[src/rtl/vga_sync_receiver.sv]
// TinyVGA PMOD stream receiver: locks a beam tracker to incoming syncs and
// recovers per-pixel position, colour and line/frame timing measurements.
module vga_sync_receiver #(
    parameter int H_DISPLAY    = 640,
    parameter int H_SYNC_START = 656,
    parameter int H_TOTAL      = 800,
    parameter int V_DISPLAY    = 480,
    parameter int V_SYNC_START = 490,
    parameter int V_TOTAL      = 525
) (
    input  logic        clk,
    input  logic        rst_n,
    input  logic [7:0]  vga_in,
    output logic        locked,
    output logic [9:0]  hpos,
    output logic [9:0]  vpos,
    output logic        display_on,
    output logic [5:0]  rgb,
    output logic        line_start,
    output logic        frame_start,
    output logic [10:0] h_total_meas,
    output logic [9:0]  v_total_meas,
    output logic        err,
    output logic [7:0]  err_count
);

    localparam logic [9:0]  H_DISP  = 10'(H_DISPLAY);
    localparam logic [9:0]  H_SYNC  = 10'(H_SYNC_START);
    localparam logic [9:0]  H_LAST  = 10'(H_TOTAL - 1);
    localparam logic [10:0] H_TOT   = 11'(H_TOTAL);
    localparam logic [9:0]  V_DISP  = 10'(V_DISPLAY);
    localparam logic [9:0]  V_SYNC  = 10'(V_SYNC_START);
    localparam logic [9:0]  V_LAST  = 10'(V_TOTAL - 1);
    localparam logic [9:0]  V_TOT   = 10'(V_TOTAL);
    localparam logic [10:0] HCNT_MAX = 11'h7ff;
    localparam logic [9:0]  VCNT_MAX = 10'h3ff;

    typedef enum logic [1:0] {
        SEARCH,
        MEASURE,
        LOCKED
    } state_t;

    state_t      state, state_n;
    logic [7:0]  s;
    logic [9:0]  hpos_n, vpos_n;
    logic [10:0] hcnt, hcnt_n;
    logic [9:0]  vcnt, vcnt_n;
    logic        first_h, first_h_n;
    logic        vs_seen, vs_seen_n;
    logic [10:0] htm_n;
    logic [9:0]  vtm_n;
    logic        err_n;
    logic        mismatch;

    // Edges of the sample about to become S, so every register loaded this
    // clk already describes that sample.
    logic hs_rise, vs_rise;
    assign hs_rise = vga_in[7] & ~s[7];
    assign vs_rise = vga_in[3] & ~s[3];

    logic       h_wrap;
    logic [9:0] h_adv, v_adv;
    logic [10:0] hcnt_inc;
    logic [9:0]  vcnt_inc;
    logic        lock_ok, sync_point;

    assign h_wrap   = (hpos == H_LAST);
    assign h_adv    = h_wrap ? 10'd0 : hpos + 10'd1;
    assign v_adv    = !h_wrap ? vpos :
                      (vpos == V_LAST) ? 10'd0 : vpos + 10'd1;
    assign hcnt_inc = (hcnt == HCNT_MAX) ? hcnt : hcnt + 11'd1;
    assign vcnt_inc = (vcnt == VCNT_MAX) ? vcnt : vcnt + 10'd1;
    assign lock_ok  = (h_total_meas == H_TOT) && (vcnt == V_TOT) && !first_h;
    assign sync_point = (h_adv == H_SYNC) && (v_adv == V_SYNC);

    always_comb begin
        state_n   = state;
        hpos_n    = hpos;
        vpos_n    = vpos;
        hcnt_n    = hcnt;
        vcnt_n    = vcnt;
        first_h_n = first_h;
        vs_seen_n = vs_seen;
        htm_n     = h_total_meas;
        vtm_n     = v_total_meas;
        err_n     = 1'b0;
        mismatch  = 1'b0;
        unique case (state)
            SEARCH: begin
                hpos_n    = 10'd0;
                vpos_n    = 10'd0;
                hcnt_n    = 11'd0;
                vcnt_n    = 10'd0;
                vs_seen_n = 1'b0;
                if (vs_rise) begin
                    state_n   = MEASURE;
                    vpos_n    = V_SYNC;
                    first_h_n = 1'b1;
                    vs_seen_n = 1'b1;
                end
            end
            MEASURE, LOCKED: begin
                hpos_n    = h_adv;
                vpos_n    = v_adv;
                hcnt_n    = hcnt_inc;
                vs_seen_n = vs_seen | vs_rise;
                if (hs_rise) begin
                    vcnt_n = vcnt_inc;
                    hcnt_n = 11'd0;
                    if (first_h) begin
                        hpos_n    = H_SYNC;
                        first_h_n = 1'b0;
                    end else begin
                        htm_n = hcnt + 11'd1;
                    end
                end
                // A coincident hsync edge already belongs to the new frame.
                if (vs_rise) begin
                    vtm_n  = vcnt;
                    vcnt_n = hs_rise ? 10'd1 : 10'd0;
                    vpos_n = V_SYNC;
                end
                if (state == MEASURE) begin
                    if (hcnt == HCNT_MAX || vcnt == VCNT_MAX) begin
                        err_n   = 1'b1;
                        state_n = SEARCH;
                    end else if (vs_rise) begin
                        if (lock_ok) begin
                            state_n = LOCKED;
                        end else begin
                            err_n   = 1'b1;
                            state_n = SEARCH;
                        end
                    end
                end else begin
                    if (hs_rise != (h_adv == H_SYNC))
                        mismatch = 1'b1;
                    if (vs_rise && v_adv != V_SYNC)
                        mismatch = 1'b1;
                    // vsync must have risen somewhere on its line by hsync.
                    if (sync_point) begin
                        if (!vs_seen_n)
                            mismatch = 1'b1;
                        vs_seen_n = 1'b0;
                    end
                    if (mismatch) begin
                        err_n   = 1'b1;
                        state_n = SEARCH;
                    end
                end
            end
            default: state_n = SEARCH;
        endcase
    end

    always_ff @(posedge clk) begin
        if (!rst_n) begin
            state        <= SEARCH;
            s            <= 8'd0;
            locked       <= 1'b0;
            hpos         <= 10'd0;
            vpos         <= 10'd0;
            hcnt         <= 11'd0;
            vcnt         <= 10'd0;
            first_h      <= 1'b0;
            vs_seen      <= 1'b0;
            h_total_meas <= 11'd0;
            v_total_meas <= 10'd0;
            err          <= 1'b0;
            err_count    <= 8'd0;
        end else begin
            state        <= state_n;
            s            <= vga_in;
            locked       <= (state == LOCKED);
            hpos         <= hpos_n;
            vpos         <= vpos_n;
            hcnt         <= hcnt_n;
            vcnt         <= vcnt_n;
            first_h      <= first_h_n;
            vs_seen      <= vs_seen_n;
            h_total_meas <= htm_n;
            v_total_meas <= vtm_n;
            err          <= err_n;
            if (err_n && err_count != 8'hff)
                err_count <= err_count + 8'd1;
        end
    end

    assign display_on  = locked && (hpos < H_DISP) && (vpos < V_DISP);
    assign rgb         = display_on ? {s[0], s[4], s[1], s[5], s[2], s[6]}
                                    : 6'd0;
    assign line_start  = locked && (hpos == 10'd0);
    assign frame_start = line_start && (vpos == 10'd0);

endmodule

[config.mk]
export PLATFORM = sky130hd
export DESIGN_NAME = vga_sync_receiver
export DESIGN_NICKNAME = d
export VERILOG_FILES = /design/src/rtl/vga_sync_receiver.sv
export SDC_FILE = /design/constraint.sdc
export NUM_CORES = 1
export LEC_CHECK = 0
export BUFFER_PORTS_ARGS = -buffer_cell sky130_fd_sc_hd__buf_2
export CAP_MARGIN = 30
export CORE_MARGIN = 4
export CORE_UTILIZATION = 51
export CTS_BUF_LIST = sky130_fd_sc_hd__clkbuf_4
export DETAILED_ROUTE_END_ITERATION = 7
export PLACE_DENSITY = 0.73
export SYNTH_ARGS = -nofsm -noshare
export SYNTH_HDL_FRONTEND = slang
export SYNTH_SLANG_ARGS = --single-unit
[constraint.sdc]
create_clock -name clk -period 3.7 [get_ports clk]
set_clock_uncertainty 0.2 [all_clocks]
set_input_delay 0.74 -clock clk [delete_from_list [all_inputs] [get_ports clk]]
set_output_delay 0.74 -clock clk [all_outputs]
set_load 0.01 [all_outputs]
==> impl_results.md, run 1 <==
- Site row count: 34
- CTS tree: yes
- Deepest clock path buffer count: 2
- Cell type with the highest occurrence count on the critical path: buf_4
- Library cell with the highest instance count after synthesis: dfxtp_1
- Number of warnings issued by yosys: 0
- CTS buffer count: 9
- Core occupancy in the finished layout: 58.8%
- Ordered list of cells on the worst path: ha_1 -> and4_2 -> and3_2 -> nor3_2 -> o311ai_4 -> o31a_1 -> nor3_4 -> buf_4 -> buf_4 -> or4_1 -> a21oi_1
- Area of all placed cells without fillers: just over 0.005 mm²
- Antenna viol nets, final: 0
- Wire length of the first global-routing pass: ~19000 µm
- Number of violations of the max-capacitance limit: 0
- Vias after detailed routing: between 4000 and 5000
- Count of flip-flops with a built-in enable after synthesis: 0
- Main combinational cell family by area after synthesis: simple AND/OR/NAND/NOR gates
- Number of synthesized register bits: 84
- Setup-failing EPs final: 0
- Nets: 651
- Mean Syn Cell Area: 8.02 µm²
- Highest-delay cell along the critical path: or4_1
- Worst path required time: 3.87 ns
- Number of placed instances, taps included: 721
- Fin crit share: 93.6%
- Compound-gate portion of the synthesized area: between 10% and 20%
- Fmax: 0.289 GHz
- Pin count of the biggest net entering global routing: 37
- Result of the run: complete, no violations
- Overall track demand over capacity in global routing: 22.3%
- Cell area after technology mapping: approximately 0.0045 mm²
- Filler cells: 814
- Final sum of negative setup slack: 0 ns
- Final-report hold violation count: 0
- Instance count of the mapped netlist: 564
- Routed WL per cell: 15.6 µm
- Share of the synthesized netlist area taken by xor and xnor gates: around 2.5%
- Standby leakage power: around 2 nW
- Unrepaired setup endpoints after global routing: no
- Share of synthesized area occupied by flip-flops and latches: ~37%
- Async set or reset register ratio after synthesis: 0%
- Routed Wire Length: 11500 µm
- Cell accounting for the most synthesized area: dfxtp_1
- Effective utilization at floorplan: 52.1%
- Total clock sinks: 84
- Die Y: 102 µm
- Worst Tran Pin Value: 0.804 ns
- Path type of the worst setup path: register to register
- Worst EP arrival: 3.63 ns
- Share of layout cells above drive strength 1: about a fifth
- Die area: 0.0104 mm²
- Clock-pin slew of the registers on the worst-case setup and hold paths: 0.14 ns
- Clock tree root buffer cell: clkbuf_4
- Setup crit end kind: register
- Leading cell types by total area after synthesis: dfxtp_1 37%, a21oi_1 7.2%, nand2_1 5.0%
- Via count of the first global-routing pass: 3975
- Count of port buffers added during placement: 69
- Routed via count divided by cell count: 5.94
- Routability cong.: about 0.94
- Top flip-flop cell by instance count after synthesis: dfxtp_1
- Arithmetic-cell share of the synthesized area counting full adders, half adders and majority gates: 3.32%
- Hold-fix buffers, CTS: 0
- # IOs: 70
- Most common library cells after synthesis: 84 x dfxtp_1, 65 x a21oi_1, 60 x nand2_1, 49 x nor2_1, 24 x o21ai_0
- Sum of internal, switching and leakage power: 0.00167 W
- DRC violation count after routing: 0
- Peak supply drop: 0.209 mV
- Count of TritonRoute iterations in the first routing pass: 5
- Tightest slew margin relative to the limit: 46.4%
- Total overflow reported by the global router: 0
- Multiplexer area fraction after synthesis: less than 1%
- Clock insertion delay at the later pin of the skew report: 0.44 ns
- Post-Synthesis Net Count: 586
- Biggest fanout along the worst timing path: 10
- H-tree depth: 3
- Count of inserted antenna diode cells: 0
- Yosys top cell area share: between 30% and 40%
- Post-synthesis simple-gate area fraction: 31.4%
- DIE WIDTH: ~100 µm
- Final period demand of the worst path: around 3.5 ns
- Kind of launch point of the worst setup path: register
- Area post-placement: 0.00494 mm²
- Largest stage delay on the critical path: 0.50 ns
- Power density over the cells: approximately 330 mW/mm²
- Non-filler cells in the finished layout: 742
- Pins Over Slew Limit: 0
- Antenna violations before repair: 0
- Worst min path class: register to register
- Iteration-0 DRC Markers: ~210
- Number of different library cells in the post-synthesis netlist: 64
- HPWL Detailed: approximately 8200 µm
- Layout area overhead: 12.8%
- Area of the core: between 0.008 and 0.009 mm²
layout by cell type, fill, tap and decap left out, types with 4 or more instances in the layout:
master,count
and2_1,23
xnor2_1,8
nor4_1,10
and3_1,11
nor3_1,12
a211oi_1,10
nand4_1,7
inv_1,17
nor2b_1,6
buf_2,69
clkbuf_4,10
a21oi_1,65
or4_1,7
buf_4,17
or3_1,12
mux2i_1,4
nand2b_1,7
a31oi_1,8
nand3b_1,5
nand2_1,60
o21ai_0,24
nand3_1,19
dfxtp_1,84
ha_1,12
nor2_1,49
xor2_1,5
o21ai_1,6
o31ai_1,5
layer usage:
layer / vias to the layer above / global-route usage [%] / wire length, µm
li1: 2158 / - / -
met4: 0 / 7.97 / 236
met3: 21 / 4.23 / 695
met2: 137 / 36.7 / 5490
met1: 2090 / 29.3 / 5120
met5: - / 0 / 0
final cells by class:
cell class	count	area, µm²	area share, %
well taps	108	135	2.65
multi-input cells	431	2630	51.5
flip-flops and latches	84	1680	33.0
clock inverters	6	47.5	0.932
inverters	17	63.8	1.25
clock buffers	10	75.1	1.47
repair buffers	86	473	9.27
state kept, by name (all words and copies together) (netlist names):
name,count
vcnt,10
err_count,8
hpos,10
first_h,1
vpos,10
vs_seen,1
hcnt,11
state,2
err,1
h_total_meas,11
v_total_meas,10
locked,1
s,8
kinds of logic after synthesis:
logic type                 after synthesis
AOI/OAI and AO/OA                      147
DFF                                     84
muxes                                    4
buffers and inverters                   49
and+or+nand+nor                        255
xor gates and xnor gates                13
adders and majority gates               12
path summary, 6_finish.rpt:
check	from	end	slack, ns	depth (start not counted)
setup / recovery	hpos[0]	err_count[4]	0.24	11
hold / removal	v_total_meas[5]	v_total_meas[5]	0.26	2
setup reg to reg	hpos[0]	err_count[4]	0.24	11
hold reg to reg	v_total_meas[5]	v_total_meas[5]	0.26	2
critical path, delay by kind of cell (launching register included):
| kind | cells | cell delay [ns] |
|---|---|---|
| buffers and inverters | 2 | 0.31 |
| AND/OR/NAND/NOR | 5 | 1.37 |
| adder cells (fa/ha/maj) | 1 | 0.29 |
| AO/OA/AOI/OAI | 3 | 0.74 |
| flip-flops | 1 | 0.48 |
report_power, final:
part | internal [W] | total (W) | switching [W]
logic | 0.0000849 | 0.000227 | 0.000142
registers | 0.000928 | 0.000951 | 0.0000235
clock network | 0.000152 | 0.000496 | 0.000344
total | 0.00116 | 0.00167 | 0.000509
metrics by stage:
stage	hold WS (ns)	setup WS, ns
after floorplan	0.249	0.682
after global placement	0.243	0.255
after detailed placement	0.244	0.136
after CTS	0.263	0.117
after global routing	0.267	0.0444
final	0.260	0.237
repair_timing:
item | 4_1_cts | 5_1_grt
gates resized for setup | 0 | 2
setup endpoints to repair | 0 | 9
buffers inserted | 0 | 5
Note: power is estimated with default switching activity, not from simulation.
==> run 2, diff against run 1 <==
- CELL_PAD_IN_SITES_DETAIL_PLACEMENT: not set -> 1
- CELL_PAD_IN_SITES_GLOBAL_PLACEMENT: not set -> 2
- CORE_UTILIZATION: 51 -> 31
- GPL_ROUTABILITY_DRIVEN: not set -> 0
- PLACE_DENSITY: 0.73 -> 0.78
- clock period: 3.7 -> 3.1 ns (I/O delays scaled with it)
==> run 2 against run 1 <==
  * Final area is 6.2% higher
  * First-iteration DRC count is 25% lower
  * Sequential power is 19% higher
  * Worst setup slack worse by 0.11 ns
  * Register-to-register slack worse by 0.11 ns
==> impl_results.md, run 2 (synthesis gave the netlist of run 1 again) <==
- Result of the run: complete, no violations
- Worst path required time: between 3 and 4 ns
- Standby leakage power: 2.17 nW
- Total clock sinks: 84
- Power density over the cells: 366 mW/mm²
- Antenna viol nets, final: 0
- Pins Over Slew Limit: 0
- Clock-pin slew of the registers on the worst-case setup and hold paths: 0.14 ns
- Cell type group with the largest total delay on the critical path: simple AND/OR/NAND/NOR gates
- Most common library cell in the layout ignoring fill and taps: dfxtp_1
- Final period demand of the worst path: 2.97 ns
- Tightest slew margin relative to the limit: 49.2%
- Share of layout cells above drive strength 1: 22.7%
- Fmax: 0.337 GHz
- Biggest fanout along the worst timing path: 19
- Via count of the first global-routing pass: around 4700
- Final sum of negative setup slack: 0 ns
- CP bufs+invs: 2
- Die Y: 129 µm
- DRC violation count after routing: 0
- Setup-failing EPs final: 0
- Overall track demand over capacity in global routing: around 18%
- Setup crit end kind: register
- Wire length of the first global-routing pass: 23600 µm
- Total overflow reported by the global router: 0
- DIE WIDTH: about 130 µm
- Highest-delay cell along the critical path: or4_1
- Worst EP arrival: 3.16 ns
- Layout area overhead: 19.7%
- Peak supply drop: roughly 0.18 mV
- Clock insertion delay at the later pin of the skew report: 0.46 ns
- Hold-fix buffers, CTS: 0
- Sum of internal, switching and leakage power: roughly 0.002 W
- Routed via count divided by cell count: 5.34
- Count of TritonRoute iterations in the first routing pass: 4
- Effective utilization at floorplan: 32.1%
- Final-report hold violation count: 0
- Area of the core: 0.0141 mm²
- Worst min path class: input port to register
- Registers with the most flip-flops: h_total_meas: 11 flops, hcnt: 11 flops
- CTS buffer count: 9
- Clock tree root buffer cell: clkbuf_4
- Most frequent cells in the layout: 82 x dfxtp_1, 69 x buf_2, 65 x a21oi_1
- Count of inserted antenna diode cells: 0
- H-tree depth: 3
- Die area: 0.0166 mm²
- Routed Wire Length: roughly 14000 µm
- Path type of the worst setup path: register to register
- CTS tree: yes
- HPWL Detailed: 10500 µm
- Antenna violations before repair: 0
- Number of violations of the max-capacitance limit: 0
- Deepest clock path buffer count: 2
- Worst Tran Pin Value: around 0.76 ns
- Area post-placement: 0.00527 mm²
- Nets: 674
- Ordered list of cells on the worst path: nor4b_4 -> buf_4 -> and3_1 -> nor3_2 -> o311ai_4 -> o31a_1 -> nor3_4 -> buf_12 -> or4_1 -> a21oi_1
- Area of all placed cells without fillers: ~0.0054 mm²
- Largest stage delay on the critical path: 0.50 ns
- # IOs: 70
- Site row count: 43
- Core occupancy in the finished layout: between 30% and 40%
- Kind of launch point of the worst setup path: register
- Iteration-0 DRC Markers: 159
- Pin count of the biggest net entering global routing: 37
- Fin crit share: between 90% and 100%
- Vias after detailed routing: 4461
- Routed WL per cell: 17.0 µm
- Count of port buffers added during placement: 69
run 2: cell types whose count changed in the layout (fill, tap and decap cells not counted), moves of 2 or more:
| cell | delta |
|---|---|
| buf_4 | +20 |
| buf_12 | +3 |
| clkinv_2 | +2 |
| dfxtp_1 | -2 |
| dfxtp_2 | +2 |
| nor4_1 | -2 |
run 2: layout make-up:
type,instances,area (µm²)
Fill cell,1743,8680
Timing Repair Buffer,109,683
Tap cell,180,225
Clock inverter,5,30.0
Clock buffer,9,67.6
Multi-Input combinational cell,431,2660
Sequential cell,84,1680
Inverter,17,63.8
run 2: path summary, 6_finish.rpt:
| path | start | end | slack (ns) | depth (start not counted) |
|---|---|---|---|---|
| worst min register to register | v_total_meas[3] | v_total_meas[3] | 0.27 | 2 |
| worst max-delay path | hpos[6] | err_count[4] | 0.13 | 10 |
| worst max register to register | hpos[6] | err_count[4] | 0.13 | 10 |
| worst min-delay path | vga_in[4] | s[4] | 0.16 | 2 |
run 2: per-stage QoR:
stage | hold WS, ns | std cells | worst slack (ns)
global route | 0.122 | 835 | -0.0118
CTS | 0.129 | 834 | 0.000739
finish | 0.163 | 835 | 0.132
detailed placement | 0.254 | 820 | 0.0292
floorplan | 0.249 | 564 | 0.0817
global placement | 0.243 | 820 | 0.152
run 2: metal layers:
layer  vias to the layer above  routed length, µm  GRT usage, %
li1                       2203                  -             -
met1                      2186               6730          22.8
met2                        57               6810          29.9
met3                        15                384          2.70
met4                         0                250          5.99
met5                         -                  0             0
run 2: power by group:
group	switching [W]	internal (W)	total [W]
combinational	0.000181	0.000117	0.000298
sequential	0.0000262	0.00111	0.00113
clock	0.000398	0.000154	0.000552
total	0.000606	0.00138	0.00198
run 2: what timing repair did:
action                                  4_1_cts  5_1_grt
pin swaps                                     0        2
endpoints found under the setup margin        2        7
buffers inserted                              0        1
hold endpoints to repair                      0        0
resized for setup                             2        9
==> run 3, diff against run 2 <==
- CORE_UTILIZATION: 31 -> 34
- PLACE_DENSITY: 0.78 -> 0.81
- SLEW_MARGIN: not set -> 20
- clock period: 3.1 -> 2.9 ns (I/O delays scaled with it)
==> run 3 against run 2 <==
  * The run now ends with negative setup slack left
  * Maximum frequency grew 2.2%
  * First-iteration DRC count grew 41%
  * Global-route usage grew 1.8 points
  * Sequential share of layout area shrank 1.0 points
  * Critical path depth shrank 1
  * Combinational power grew 13%
  * Non-clock buffer count grew 21
  * Total power grew 8.4%
  * Worst hold slack lost 0.053 ns
  * Core utilization grew 5.5 points
  * Final area grew 3.9%
  * Critical path type unchanged
  * Largest cell class unchanged
  * Highest routed layer unchanged
==> impl_results.md, run 3 (synthesis gave the netlist of run 1 again) <==
- Non-filler cells in the finished layout: 850
- CTS buffer count: 9
- Most frequent cells in the layout: 77 x dfxtp_1, 69 x buf_2, 63 x a21oi_1
- Hold-fix buffers, CTS: 0
- Largest stage delay on the critical path: approximately 0.52 ns
- Site row count: 41
- Peak supply drop: 0.175 mV
- Number of violations of the max-capacitance limit: 0
- GR met3 Demand/Resource: 2.74%
- Wire length of the first global-routing pass: 23400 µm
- Clock insertion delay at the later pin of the skew report: 0.46 ns
- Setup crit end kind: register
- HPWL Detailed: 10400 µm
- Area of all placed cells without fillers: about 0.0056 mm²
- Number of placed instances, taps included: 831
- Via count of the first global-routing pass: 4669
- Antenna violations before repair: 0
- Final period demand of the worst path: around 2.9 ns
- Routed via count divided by cell count: 5.37
- Sum of internal, switching and leakage power: 0.00215 W
- Fmax: 0.344 GHz
- Iteration-0 DRC Markers: 224
- Nets: around 700
- Total clock sinks: 84
- Biggest fanout along the worst timing path: 19
- Setup-failing EPs final: 1
- CP bufs+invs: 1
- Path type of the worst setup path: register to register
- Worst path required time: 3.09 ns
- Routed Wire Length: 14200 µm
- Power density over the cells: 382 mW/mm²
- DRC violation count after routing: 0
- Registers with the most flip-flops: h_total_meas: 11 flops, hcnt: 11 flops
- Launch point of the worst path: hpos[5]
- Vias after detailed routing: 4568
- Clock tree root buffer cell: clkbuf_4
- Startpoint of the worst register-to-register path: hpos[5]
- Share of layout cells above drive strength 1: 27.9%
- Routed WL per cell: 16.7 µm
- DIE WIDTH: 123 µm
- Tightest slew margin relative to the limit: around three fifths
- Final-report hold violation count: 0
- Clock-pin slew of the registers on the worst-case setup and hold paths: 0.14 ns
- Result of the run: finished, violations left
- Count of port buffers added during placement: 69
- Most heavily used metal layer in global routing: met2
- Effective utilization at floorplan: between 30% and 40%
- Highest-delay cell along the critical path: or4_1
- Overall track demand over capacity in global routing: 19.4%
- Failing checks: negative setup slack
- Die area: around 0.015 mm²
- Most common library cell in the layout ignoring fill and taps: dfxtp_1
- Area of the core: 0.0128 mm²
- Count of TritonRoute iterations in the first routing pass: 4
- Global routing usage on met2: 33.0%
- Total overflow reported by the global router: 0
- Minimum setup slack in the final design: -0.00483 ns
- # IOs: 70
- Standby leakage power: 2.29 nW
- Ordered list of cells on the worst path: nor4b_4 -> and3_4 -> nor3_2 -> o311ai_4 -> o31a_1 -> nor3_4 -> buf_12 -> or4_1 -> a21oi_1
- Worst EP arrival: about 3.1 ns
- Die Y: 123 µm
- Worst min-delay path startpoint: vga_in[2]
- Count of inserted antenna diode cells: 0
- Fin crit share: 100%
- Hold Slack: around 0.11 ns
- Combined flip-flop and latch cell area: 0.00169 mm²
- CTS tree: yes
- Unrepaired setup endpoints after global routing: yes
- Deepest clock path buffer count: 2
- Pins Over Slew Limit: 0
- Worst Tran Pin Value: 0.623 ns
- Kind of launch point of the worst setup path: register
- H-tree depth: 3
- Worst min path class: input port to register
- Layout area overhead: 24.5%
- Area post-placement: 0.00540 mm²
- Filler cells: 1621
- Routing usage on met1: 25.2%
- Cell type group with the largest total delay on the critical path: simple AND/OR/NAND/NOR gates
- Antenna viol nets, final: 0
- Pin count of the biggest net entering global routing: between 50 and 60
- Combined area of the multi-input logic cells: 0.00272 mm²
run 3: stage by stage:
step                      utilization (%)  setup TNS [ns]  worst slack, ns
final                                43.9        -0.00483         -0.00483
after global routing                 43.9           -1.15           -0.132
after CTS                            43.2               0          0.00585
after detailed placement             42.1          -0.161          -0.0600
after global placement               42.1               0           0.0427
after floorplan                         -               0           0.0119
run 3: timing repair:
action	4_1_cts	5_1_grt
pin swaps	2	7
setup endpoints to repair	5	16
setup buffers	1	2
cloned	0	0
resized for setup	8	17
run 3: worst paths after layout:
| check | endpoint | slack [ns] | cells past startpoint |
|---|---|---|---|
| worst min-delay path | s[2] | 0.11 | 2 |
| worst max-delay path | err_count[6] | -0.005 | 9 |
| worst max register to register | err_count[6] | -0.005 | 9 |
| worst min register to register | v_total_meas[3] | 0.26 | 2 |
run 3: layout make-up:
type | instances | area share (%)
clock buffers | 10 | 1.33
clock inverters | 6 | 0.689
inverters | 17 | 1.13
multi-input cells | 431 | 48.3
flip-flops and latches | 84 | 30.1
well taps | 172 | 3.82
repair buffers | 130 | 14.7
run 3: routing by layer:
layer / share of wire [%] / wire (µm) / vias up
met1: 47 / 6630 / 2240
met3: 3.2 / 447 / 14
met4: 1.6 / 233 / 0
li1: - / - / 2237
met2: 48 / 6850 / 77
met5: 0 / 0 / -
run 3: power by group:
part / switching (W) / internal (W)
logic: 0.000203 / 0.000133
registers: 0.0000226 / 0.00118
clock network: 0.000424 / 0.000184
total: 0.000649 / 0.00150
